$ cat src/rtl/seg_scan_mux.sv
// Time-multiplexed 7-segment driver: prescaled digit scan, per-frame input
// snapshot, hex/legacy decode, dp, blank mask, leading-zero suppression, polarity.
module seg_scan_mux #(
  parameter int DIGITS         = 4,
  parameter int CLK_DIV        = 4,
  parameter bit SEG_ACTIVE_LOW = 1'b0,
  parameter bit POS_ACTIVE_LOW = 1'b0
) (
  input  logic                  clk,
  input  logic                  rst_n,
  input  logic [4*DIGITS-1:0]   data_bus,
  input  logic [DIGITS-1:0]     dp_in,
  input  logic [DIGITS-1:0]     blank_mask,
  input  logic                  hex_mode,
  input  logic                  lz_en,
  output logic [DIGITS-1:0]     pos,
  output logic [7:0]            seg
);

  localparam int CW = (CLK_DIV > 1) ? $clog2(CLK_DIV) : 1;
  localparam int IW = (DIGITS > 1) ? $clog2(DIGITS) : 1;
  localparam logic [CW-1:0] CNT_LAST = CW'(CLK_DIV - 1);
  localparam logic [IW-1:0] IDX_LAST = IW'(DIGITS - 1);

  logic [CW-1:0]            cnt_q, cnt_d;
  logic [IW-1:0]            idx_q, idx_d;
  logic [DIGITS-1:0]        pos_q, pos_d;
  logic [7:0]               seg_q, seg_d;

  logic [DIGITS-1:0][3:0]   snap_nib_q;
  logic [DIGITS-1:0]        snap_dp_q;
  logic [DIGITS-1:0]        snap_blank_q;
  logic                     snap_hex_q;
  logic                     snap_lz_q;

  logic                     tick;
  logic                     frame_start;
  logic                     live;
  logic [3:0]               cur_nib;
  logic                     cur_dp;
  logic                     cur_blank;
  logic                     cur_hex;
  logic                     suppress;
  logic [DIGITS-1:0]        upper_zero;

  function automatic logic [6:0] decode7(input logic [3:0] nib, input logic hex);
    logic [6:0] s;
    case (nib)
      4'h0:    s = 7'h3F;
      4'h1:    s = 7'h06;
      4'h2:    s = 7'h5B;
      4'h3:    s = 7'h4F;
      4'h4:    s = 7'h66;
      4'h5:    s = 7'h6D;
      4'h6:    s = 7'h7D;
      4'h7:    s = 7'h07;
      4'h8:    s = 7'h7F;
      4'h9:    s = 7'h6F;
      // Legacy mode: 10 = dash, 11 = blank, 12..15 = segment d only
      4'hA:    s = hex ? 7'h77 : 7'h40;
      4'hB:    s = hex ? 7'h7C : 7'h00;
      4'hC:    s = hex ? 7'h39 : 7'h08;
      4'hD:    s = hex ? 7'h5E : 7'h08;
      4'hE:    s = hex ? 7'h79 : 7'h08;
      4'hF:    s = hex ? 7'h71 : 7'h08;
      default: s = 7'h00;
    endcase
    return s;
  endfunction

  // Prescaler and digit index advance
  always_comb begin
    // NOTE: every always_comb output gets a default first so no path leaves it unassigned (no latch).
    tick        = (cnt_q == CNT_LAST);
    cnt_d       = tick ? '0 : cnt_q + CW'(1);
    idx_d       = (idx_q == IDX_LAST) ? '0 : idx_q + IW'(1);
    frame_start = tick && (idx_d == '0);
  end

  // upper_zero[i] is set when nibbles i..DIGITS-1 of the snapshot are all zero
  always_comb begin
    logic run;
    run        = 1'b1;
    upper_zero = '0;
    for (int i = DIGITS - 1; i >= 0; i--) begin
      run           = run & (snap_nib_q[i] == 4'h0);
      upper_zero[i] = run;
    end
  end

  // Digit 0 decodes from the live bus on the edge that captures the snapshot
  always_comb begin
    live      = (idx_d == '0);
    cur_nib   = live ? data_bus[3:0]  : snap_nib_q[idx_d];
    cur_dp    = live ? dp_in[0]       : snap_dp_q[idx_d];
    cur_blank = live ? blank_mask[0]  : snap_blank_q[idx_d];
    cur_hex   = live ? hex_mode       : snap_hex_q;
    suppress  = !live && snap_lz_q && upper_zero[idx_d];

    seg_d = {cur_dp, suppress ? 7'h00 : decode7(cur_nib, cur_hex)};
    if (cur_blank) seg_d = 8'h00;
    pos_d = DIGITS'(1) << idx_d;
  end

  always_ff @(posedge clk) begin
    if (!rst_n) begin
      // NOTE: state uses non-blocking assignments so all flops update from pre-edge values.
      cnt_q        <= '0;
      idx_q        <= IDX_LAST;
      pos_q        <= '0;
      seg_q        <= '0;
      // NOTE: the snapshot is ordinary flops, reset with the rest so the display state is fully defined.
      snap_nib_q   <= '0;
      snap_dp_q    <= '0;
      snap_blank_q <= '0;
      snap_hex_q   <= 1'b0;
      snap_lz_q    <= 1'b0;
    end else begin
      cnt_q <= cnt_d;
      if (tick) begin
        idx_q <= idx_d;
        pos_q <= pos_d;
        seg_q <= seg_d;
      end
      if (frame_start) begin
        snap_nib_q   <= data_bus;
        snap_dp_q    <= dp_in;
        snap_blank_q <= blank_mask;
        snap_hex_q   <= hex_mode;
        snap_lz_q    <= lz_en;
      end
    end
  end

  // Polarity is applied after the registers, so reset values are inverted as well
  assign pos = pos_q ^ {DIGITS{POS_ACTIVE_LOW}};
  assign seg = seg_q ^ {8{SEG_ACTIVE_LOW}};

endmodule
$ cat config.mk
export PLATFORM = sky130hd
export DESIGN_NAME = seg_scan_mux
export DESIGN_NICKNAME = d
export VERILOG_FILES = /design/src/rtl/seg_scan_mux.sv
export SDC_FILE = /design/constraint.sdc
export NUM_CORES = 1
export LEC_CHECK = 0
export CORE_MARGIN = 10
export CORE_UTILIZATION = 45
export DETAILED_ROUTE_END_ITERATION = 10
export GPL_ROUTABILITY_DRIVEN = 1
export HOLD_SLACK_MARGIN = 0.06
export PLACE_DENSITY_LB_ADDON = 0.08
export SLEW_MARGIN = 20
export SYNTH_ARGS = -nofsm -noshare
export SYNTH_HDL_FRONTEND = slang
export SYNTH_SLANG_ARGS = --single-unit
$ cat constraint.sdc
create_clock -name clk -period 6 [get_ports clk]
set_clock_uncertainty 0.15 [all_clocks]
set_input_delay 1.2 -clock clk [delete_from_list [all_inputs] [get_ports clk]]
set_output_delay 1.2 -clock clk [all_outputs]
set_load 0.02 [all_outputs]
* After elaboration in Yosys (flattened, before gate mapping)
Index checks and enable logic that the tools add are counted.
** Operators by class
- Add/sub/neg operators :: 2
- $lt $le $gt $ge :: 1
- Equal/unequal tests :: 17
- Shift-type cells :: 1
- Mux-type cells :: 22
- Bitwise operators :: 4
- Reductions and logical operators :: 11
** Operator list (count)
- case mux 7 bit (16 select lines) :: 1
- two-way mux 7 bit :: 5
- equality test 4 bit (second input constant) :: 8
- logical NOT 4 bit :: 5
- equality test 4 x 3 -> 1 bit (second input constant) :: 4
- two-way mux 6 bit :: 2
- binary-select mux 4 bit (select 2 bit) :: 1
- equality test 4 x 2 -> 1 bit (second input constant) :: 2
- two-way mux 4 bit :: 2
- two-way mux 8 bit :: 1
- binary-select mux 1 bit (select 2 bit) :: 3
- two-way mux 1 bit :: 6
- adder 2 x 1 -> 2 bit (second input constant) :: 2
- equality test 2 bit (second input constant) :: 2
- equality test 4 x 1 -> 1 bit (second input constant) :: 1
- left shift 1 x 2 -> 4 bit (first input constant) :: 1
- AND 1 bit :: 3
- logical AND 1 bit :: 3
- less-than comparator 2 x 3 -> 1 bit (second input constant) :: 1
- logical NOT 2 bit :: 1
- two-way mux 2 bit :: 1
- OR reduction 2 bit :: 1
- logical NOT 1 bit :: 1
- inverter 1 bit :: 1
** Word-level totals
- Register bits :: 42
- Bits of input ports :: 28

* Depth between registers and ports, before layout
Gate-level depths: netlist of the first run.
- Word-level depth :: 9
- Mapped depth :: 11
- Depth with buffers taken out :: 8

* Worst setup path after synthesis of the first run
OpenSTA, ideal clock, no wires.
- Kind :: register to register
- Start :: reg idx_q[0]
- End :: reg seg_q[0] (netlist: seg[0])
- Setup time :: 117 ps
- Arrival :: 2454 ps
- Setup slack :: 3279 ps
- Stages on the path, launching flop included :: 12
- Cell sequence :: dfxtp_1 -> buf_6 -> inv_1 -> ha_1 -> buf_2 -> nor2b_1 -> a22oi_1 -> and2_1 -> clkbuf_1 -> or3_1 -> a22o_1 -> a22o_1
** On the way
- Longest elaborated chain between the ends :: 9
- Elaborated cells on any way between the ends :: 39
- Classes of those cells :: 1 x add/sub; 16 x eq/ne; 17 x mux; 5 x reduce/logical
** RTL lines
- start, declared :: line 26 : logic [IW-1:0] idx_q, idx_d;
- start signal, assigned :: line 121 : idx_q <= idx_d;
- adder 2 x 1 -> 2 bit or equality test 2 bit (tied branches) :: line 76 : idx_d = (idx_q == IDX_LAST) ? '0 : idx_q + IW'(1);
- two-way mux 2 bit * :: line 76
- named net idx_d[1] :: line 26
- binary-select mux 4 bit (select 2 bit) :: line 94 : cur_nib = live ? data_bus[3:0] : snap_nib_q[idx_d];
- two-way mux 4 bit (implied by the code) :: line 94
- two-way mux 4 bit :: line 94
- equality test 4 bit, or another cell as far along :: line 48 : case (nib)
- case mux 7 bit (16 select lines) :: line 48
- two-way mux 7 bit :: line 100 : seg_d = {cur_dp, suppress ? 7'h00 : decode7(cur_nib, cur_hex)};
- two-way mux 8 bit * :: line 101 : if (cur_blank) seg_d = 8'h00;
- end signal, assigned :: line 123 : seg_q <= seg_d;
- end, declared :: line 28 : logic [7:0] seg_q, seg_d;
The timed path passes the listed nets; every way through them passes the cells marked *. The select of a mux whose other input is x is not followed.
A chain may end at the register's enable or synchronous reset.

* Worst setup path in the final report of the first run
- Start :: reg idx_q[0]
- End :: reg seg_q[6] (netlist: seg[6])
The elaborated chain is that of the path after synthesis.

==> metrics, run 1 <==
Leak 0.957 nW; row count 24; Reg2Reg Launch Point idx_q[0]$_SDFFE_PN1P_; Critical Path Max Stage Delay 0.74 ns; TritonCTS Buffers 5; initial antenna violation count 0; Post-synth EDFFs 0; CP max FO 14; Seq pwr share between 40% and 50%; routability cong. between 0.7 and 0.8; count of cell types in the netlist 33; diode count 0; Die W 88.2 µm; latest clock arrival within the worst-skew pair 0.29 ns; clock-pin slew on the worst setup and hold paths approximately 0.080 ns; Num Clock Sinks 42; CP bufs+invs 1; synth warn 0; CP arrival between 3 and 4 ns; Fmax 300 MHz; most numerous cell in the Yosys netlist nand2_1; gr ovfl total 0; Starting Density 47.2%; CP max-delay cell dfxtp_1; DRC errors left 0; Clk Tree Root Cell clkbuf_8; DR vias/cell 5.40; Switching Fraction between 20% and 30%; dominant synthesized flop cell dfxtp_1; # IOs 40; power per cell area 258 nW/µm²; non-filler instance count after layout 326; PostCTS Resize Cnt 0; Seq/Total Area, Yosys 40.1%; NumNets Final around 310; DP Wirelength 3.55 mm; Combinational Power Share approximately a fifth; Global Route Usage Sum 13.7%; first-pass GRT wire length 8.69 mm; wirelength, routed 4.94 mm; H-tree depth reported by CTS 2; # setup viols final 0; sequence of cells on the critical path inv_1, ha_1, mux4_2, mux2i_1, nand3_1, a21oi_1, o2111ai_1, nand3_1; total power 671 µW; Clk network pwr share 34.2%; CTS tree done; Core Region 4440 µm²; Worst slew margin ~41%; initial drt markers 77; setup TNS 0 ns; worst vdd ir 0.000136 V; Pins Over Slew Limit 0; Yosys reg bits 42; buffer count from post-CTS setup fixing 0; delay-heaviest family, CP flip-flops; ANT nets after route 0; count of final hold-check violations 0; Setup crit start kind register; cell mode on critical path nand3_1; syn nets 277; Synth top area share between 40% and 50%; Vias between 1.5k and 2k; Mapped Cells 244; hold crit path type reg -> reg; Pre-Repair DR Iteration Count 6; cts-stage hold buffer count 0; vertical die dimension 88.2 µm; Syn Area/Cell 8.59 µm²; RSZ-0062 raised after global routing no; Setup crit end kind register; Slew @ Worst Pin 0.884 ns; WS Path Type reg -> reg; largest net degree at the start of global routing 35; Final period util around 56%; Final Critical Period around 3.3 ns; Maximum Capacitance Violations 0; share of cells above drive strength 1 5.11%; most frequent cells after synthesis 63 x nand2_1, 42 x dfxtp_1, 27 x a21boi_0; worst hold path startpoint cnt_q[0]$_SDFF_PP0_; Avg WL per Cell between 15 and 20 µm; Post-Syn Area 2100 µm²; Clock Path Buffers 2; largest cells by area after synthesis dfxtp_1 40%, nand2_1 11%, a21boi_0 9.7%; vias in the first global route ~1.8k; internal power 488 µW; die area around 7800 µm²; Synth async-reset ratio 0%; placed cells 319; Critical path origin idx_q[0]$_SDFFE_PN1P_; status complete, no violations; WP data required between 6 and 7 ns; Sw Pwr approximately 180 µW; PortBufs 39; hold_ws 0.274 ns; Synth area leader dfxtp_1; Area growth syn-to-layout 23.9%
-- kinds of logic (layout without fill, tap and decap cells) --
group	Yosys count	count (layout)	share of synthesized area, %
simple gates	94	94	20.0
fa+ha+maj	5	5	2.99
compound gates	64	64	22.1
flops	42	42	40.1
buf+inv	19	49	3.94
mux	18	18	9.97
xor+xnor	2	2	0.836
-- flip-flops by register name, indices dropped and copies added (netlist names) --
register	cells
cnt_q	2
idx_q	2
pos	4
seg	8
snap_blank_q	4
snap_dp_q	4
snap_hex_q	1
snap_lz_q	1
snap_nib_q	16
-- worst reg2reg max path, stage by stage, from the launching register on --
cell and delay [ns]:
dfxtp_1 0.74, inv_1 0.18, ha_1 0.51, mux4_2 0.54, mux2i_1 0.15, nand3_1 0.12, a21oi_1 0.54, o2111ai_1 0.20
nand3_1 0.13
-- power groups by stage --
stage / Combinational, mW / Sequential [mW] / Clock (mW)
final: 0.141 / 0.300 / 0.230
after global routing: 0.157 / 0.302 / 0.244
after CTS: 0.141 / 0.300 / 0.235
after detailed placement: 0.139 / 0.307 / 0
after global placement: 0.139 / 0.307 / 0
after floorplan: 0.0987 / 0.306 / 0
-- path summary, 6_finish.rpt --
path,to,slack [ns],cells past startpoint
worst max-delay path,seg[6]$_SDFFE_PN0P_,2.66,8
worst min register to register,cnt_q[0]$_SDFF_PP0_,0.27,1
worst max register to register,seg[6]$_SDFFE_PN0P_,2.66,8
worst min-delay path,cnt_q[0]$_SDFF_PP0_,0.27,1
-- cell type report --
cell class              instances  area (µm²)
fillers                       404        1850
repair buffers                 40         398
clock inverters                 1        30.0
inverters                       2        7.51
multi-input cells             183        1170
well taps                      52        65.1
clock buffers                   6        82.6
flip-flops and latches         42         841
-- layer usage --
metal  wire length [µm]  track usage (%)
met1               2340             17.2
met2               2300             21.8
met3                226             4.32
met4                 68             4.85
met5                  0                0
-- layout by cell type, fill, tap and decap left out, drive strengths merged, types with 2 or more instances in the layout --
cell / netlist / layout
nand2b: 4 / 4
a21oi: 5 / 5
o21ai: 7 / 7
clkdlybuf4s50: 0 / 39
nor2: 3 / 3
o211ai: 5 / 5
mux2i: 13 / 13
clkbuf: 13 / 6
nor2b: 6 / 6
mux4: 2 / 2
a32o: 2 / 2
a22o: 5 / 5
ha: 5 / 5
nand3: 6 / 6
inv: 2 / 2
a22oi: 5 / 5
nor4: 4 / 4
and2: 5 / 5
xnor2: 2 / 2
mux2: 3 / 3
dfxtp: 42 / 42
o221ai: 3 / 3
a21boi: 27 / 27
nand2: 63 / 63
-- through the flow --
step	util (%)	setup slack, ns	instance area (µm²)
3_5_place_dp	55.9	2.69	2480
5_1_grt	58.4	2.37	2600
6_report	58.4	2.66	2600
4_1_cts	58.4	2.68	2600
2_1_floorplan	-	3.28	2100
3_3_place_gp	55.9	2.83	2480
Note: power is estimated with default switching activity, not from simulation.
==> inputs of run 2 (changes only) <==
==> constraint.sdc (replaced) <==
create_clock -name clk -period 3.1 [get_ports clk]
set_clock_uncertainty 0.15 [all_clocks]
set_input_delay 0.62 -clock clk [delete_from_list [all_inputs] [get_ports clk]]
set_output_delay 0.62 -clock clk [all_outputs]
set_load 0.02 [all_outputs]
==> run 2 against run 1 <==
Net effect:
- flip-flop and latch count unchanged
- global-route usage decreased by 0.72 points
- critical path depth shrank 1
- count of clock-buffer cells in the layout decreased by 1
- combinational power rose by 100%
- die area stayed put
- maximum frequency rose by 26%
- register-to-register slack lost 2.2 ns
- routed wire length is 2.0% lower
- cell count is 1.8% higher
- setup slack worse by 2.2 ns
==> metrics, run 2 (synthesis gave the netlist of run 1 again) <==
CTS tree done; reg2reg path depth 7; Avg WL per Cell 14.6 µm; cts-stage hold buffer count 0; gr ovfl total 0; Final Critical Period approximately 2.6 ns; Pre-Repair DR Iteration Count 4; Worst slew margin about 38%; buffer count from post-CTS setup fixing 0; initial drt markers 71; Multi-input gate area 1170 µm²; Die W 88.2 µm; CP max FO 12; status complete, no violations; Finished Core Util 58.7%; share of cells above drive strength 1 7.14%; most frequent cells in the layout 63 x nand2_1, 42 x dfxtp_1, 39 x clkdlybuf4s50_1; # setup viols final 0; PortBufs 39; Place WS 0.461 ns; Biggest register snap_nib_q; Global Route Usage Sum 13.0%; diode count 0; DP Wirelength 3.63 mm; setup TNS 0 ns; Maximum Capacitance Violations 0; CP arrival about 2.7 ns; max reg flops 16; vertical die dimension 88.2 µm; initial antenna violation count 0; Fillers 443; Vias 1802; hold crit path type reg -> reg; R2R setup slack 0.45 ns; Worst Setup EP seg[0]$_SDFFE_PN0P_; Reg2Reg Launch Point idx_q[1]$_SDFFE_PN1P_; Starting Density 47.2%; Clk Tree Root Cell clkbuf_8; DRC errors left 0; worst vdd ir 0.000243 V; latest clock arrival within the worst-skew pair 0.30 ns; power per cell area 459 nW/µm²; vias in the first global route about 1.7k; Clock Path Buffers 2; die area roughly 8000 µm²; TritonCTS Buffers 5; Setup crit start kind register; commonest non-fill, non-tap cell in the layout nand2_1; WS Path Type reg -> reg; first-pass GRT wire length 8.17 mm; Critical path origin idx_q[1]$_SDFFE_PN1P_; RSZ-0062 raised after global routing no; WP data required 3.15 ns; Final period util between 80% and 90%; H-tree depth reported by CTS 2; Num Clock Sinks 42; largest net degree at the start of global routing 28; Slew @ Worst Pin 0.933 ns; Area growth syn-to-layout 24.4%; count of final hold-check violations 0; wirelength, routed around 4.8 mm; final worst slack about 0.45 ns; Leak around 1 nW; routability cong. 0.792; total power 1.20 mW; DR vias/cell 5.43; ANT nets after route 0; # IOs 40; Reg area 841 µm²; NumNets Final 313; Reg2Reg Capture Point seg[0]$_SDFFE_PN0P_; Fmax 377 MHz; row count 24; clock-pin slew on the worst setup and hold paths 0.08 ns; Setup crit end kind register; Core Region around 4400 µm²; PostCTS Resize Cnt 0; Pins Over Slew Limit 0
## run 2: where the power goes
| part | internal (mW) | total [mW] | switching [mW] |
|---|---|---|---|
| Sequential | 0.563 | 0.576 | 0.0137 |
| Combinational | 0.131 | 0.283 | 0.152 |
| Clock | 0.151 | 0.337 | 0.186 |
| Total | 0.845 | 1.20 | 0.352 |
## run 2: worst min-delay path by stage
| stage | start | endpoint | cells past startpoint |
|---|---|---|---|
| 6_report | cnt_q[0]$_SDFF_PP0_ | cnt_q[0]$_SDFF_PP0_ | 1 |
| 2_1_floorplan | cnt_q[0]$_SDFF_PP0_ | cnt_q[0]$_SDFF_PP0_ | 1 |
| 3_3_place_gp | cnt_q[0]$_SDFF_PP0_ | cnt_q[0]$_SDFF_PP0_ | 1 |
| 4_1_cts | cnt_q[0]$_SDFF_PP0_ | cnt_q[0]$_SDFF_PP0_ | 1 |
| 5_1_grt | cnt_q[0]$_SDFF_PP0_ | cnt_q[0]$_SDFF_PP0_ | 1 |
| 3_5_place_dp | cnt_q[0]$_SDFF_PP0_ | cnt_q[0]$_SDFF_PP0_ | 1 |
## run 2: metrics by stage
step | instances | hold WS (ns) | instance area (µm²)
after floorplan | 244 | 0.248 | 2100
after global placement | 325 | 0.264 | 2530
after detailed placement | 325 | 0.263 | 2530
after CTS | 332 | 0.274 | 2610
after global routing | 332 | 0.283 | 2610
final | 332 | 0.272 | 2610
## run 2: area by class of cell
type / instances / area share (%)
repair buffers: 46 / 17.0
well taps: 52 / 2.50
multi-input cells: 183 / 45.0
flip-flops and latches: 42 / 32.2
clock inverters: 2 / 0.384
inverters: 2 / 0.288
clock buffers: 5 / 2.64
## run 2: metal layers
| metal | part of all wire [%] | wire length (µm) | vias to the layer above | global-route usage (%) |
|---|---|---|---|---|
| met1 | 47 | 2290 | 821 | 15.8 |
| met3 | 5.0 | 241 | 8 | 3.49 |
| met5 | 0 | 0 | - | 0 |
| li1 | - | - | 929 | - |
| met2 | 46 | 2240 | 44 | 21.6 |
| met4 | 1.3 | 64 | 0 | 4.70 |
## run 2: critical path, cell delays in order, from the launching register on
cell     delay [ns]
dfxtp_1        0.36
inv_1          0.08
ha_1           0.46
mux4_2         0.37
mux2_2         0.38
or3_1          0.36
a22o_1         0.20
a22o_1         0.19
==> inputs of run 3 (changes only) <==
--- a/config.mk
+++ b/config.mk
@@ -5,8 +5,10 @@
 export SDC_FILE = /design/constraint.sdc
 export NUM_CORES = 1
 export LEC_CHECK = 0
+export CORE_ASPECT_RATIO = 0.9
 export CORE_MARGIN = 10
 export CORE_UTILIZATION = 45
+export CTS_BUF_LIST = sky130_fd_sc_hd__clkbuf_16
 export DETAILED_ROUTE_END_ITERATION = 10
 export GPL_ROUTABILITY_DRIVEN = 1
 export HOLD_SLACK_MARGIN = 0.06
==> run 3 against run 2 <==
Net effect:
- die area about the same
- setup slack got worse by 0.037 ns
- cell count increased by 3.3%
- sequential share of layout area decreased by 0.93 points
- count of clock-buffer cells in the layout unchanged
- first-iteration DRC count increased by 25%
- routed wire length decreased by 0.14%
- worst hold slack improved by 0.00069 ns
- utilization increased by 1.1 points
- critical path type unchanged
- largest power group unchanged
- register-to-register slack got worse by 0.04 ns
- sequential power about the same
- cell area increased by 3.0%
==> metrics, run 3 (synthesis gave the netlist of run 1 again) <==
R2R setup slack 0.41 ns; Setup crit start kind register; Leak roughly 1 nW; die area 7790 µm²; vias in the first global route 1740; non-filler instance count after layout 343; placed cells 335; DR vias/cell 5.18; Worst slew margin 41.2%; worst vdd ir 0.000265 V; status complete, no violations; vertical die dimension 84.7 µm; buffer count from post-CTS setup fixing 0; DP Wirelength 3.61 mm; Final Critical Period 2.69 ns; Num Clock Sinks 42; DRC errors left 0; Area growth syn-to-layout 28.1%; routability cong. 0.850; # setup viols final 0; share of cells above drive strength 1 7.47%; final worst slack 0.413 ns; Clk Tree Root Cell clkbuf_16; Critical Path Max Stage Delay 0.46 ns; cell mode on critical path a22o_1; CP max-delay cell ha_1; PortBufs 39; Avg WL per Cell around 14 µm; clock-pin slew on the worst setup and hold paths 0.06 ns; Global Route Usage Sum 12.4%; largest net degree at the start of global routing 28; NumNets Final 313; CP arrival ~2.7 ns; count of final hold-check violations 0; Pre-Repair DR Iteration Count 4; initial antenna violation count 0; CP max FO 12; most frequent cells in the layout 63 x nand2_1, 42 x dfxtp_1, 39 x clkdlybuf4s50_1; Core Region 4490 µm²; wirelength, routed 4.83 mm; commonest non-fill, non-tap cell in the layout nand2_1; delay-heaviest family, CP multiplexers; sequence of cells on the critical path inv_1, ha_1, mux4_2, mux2_2, or3_1, a22o_1, a22o_1; Pins Over Slew Limit 0; CP bufs+invs 1; Starting Density between 40% and 50%; max reg flops 16; WP data required 3.12 ns; Final period util 86.7%; # IOs 40; H-tree depth reported by CTS 2; row count 23; diode count 0; total power 1.37 mW; Clock Path Buffers 2; Fmax between 300 and 400 MHz; latest clock arrival within the worst-skew pair 0.28 ns; Vias 1777; ANT nets after route 0; cts-stage hold buffer count 0; CTS tree done; TritonCTS Buffers 5; Setup crit end kind register; Place WS 0.441 ns; Die W around 92 µm; Slew @ Worst Pin 0.881 ns; RSZ-0062 raised after global routing no; first-pass GRT wire length 8.05 mm; WS Path Type reg -> reg; hold crit path type reg -> reg; power per cell area approximately 510 nW/µm²; Biggest register snap_nib_q; PostCTS Resize Cnt 0; Maximum Capacitance Violations 0; gr ovfl total 0; setup TNS 0 ns; initial drt markers 89
## run 3: changes by cell type in the layout (fill, tap and decap cells not counted), sizes merged
cell and delta:
inv +1
## run 3: where the power goes
group          total, mW  internal, mW  switching (mW)
logic              0.280         0.131           0.150
clock network      0.512         0.298           0.214
registers          0.577         0.563          0.0139
total               1.37         0.992           0.377
## run 3: per-stage QoR
stage               hold slack, ns  util [%]  area, µm²
global placement             0.264      56.6       2540
CTS                          0.280      59.8       2690
detailed placement           0.271      56.6       2540
finish                       0.272      59.8       2690
global route                 0.294      59.8       2690
floorplan                    0.248         -       2100
## run 3: final timing paths
path	start	end	depth (start not counted)
max reg2reg	idx_q[1]$_SDFFE_PN1P_	seg[0]$_SDFFE_PN0P_	7
min reg2reg	cnt_q[0]$_SDFF_PP0_	cnt_q[0]$_SDFF_PP0_	1
max	idx_q[1]$_SDFFE_PN1P_	seg[0]$_SDFFE_PN0P_	7
min	cnt_q[0]$_SDFF_PP0_	cnt_q[0]$_SDFF_PP0_	1
## run 3: worst reg2reg max path: cells and delay by family, from the launching register on
kind | cells | cell delay (ns)
fa+ha+maj | 1 | 0.46
mux | 2 | 0.75
compound gates | 2 | 0.39
simple gates | 1 | 0.37
buf+inv | 1 | 0.09
flops | 1 | 0.37
## run 3: metal layers
metal	vias up	part of all wire (%)	global-route usage (%)
li1	933	-	-
met2	35	44	19.2
met1	802	50	15.2
met3	7	4.4	3.65
met4	0	1.8	6.16
met5	-	0	0
## run 3: final cells by class
class,instances,area (µm²)
fillers,449,1800
multi-input cells,183,1170
flip-flops and latches,42,841
repair buffers,46,443
clock buffers,5,125
well taps,62,77.6
clock inverters,3,18.8
inverters,2,7.51
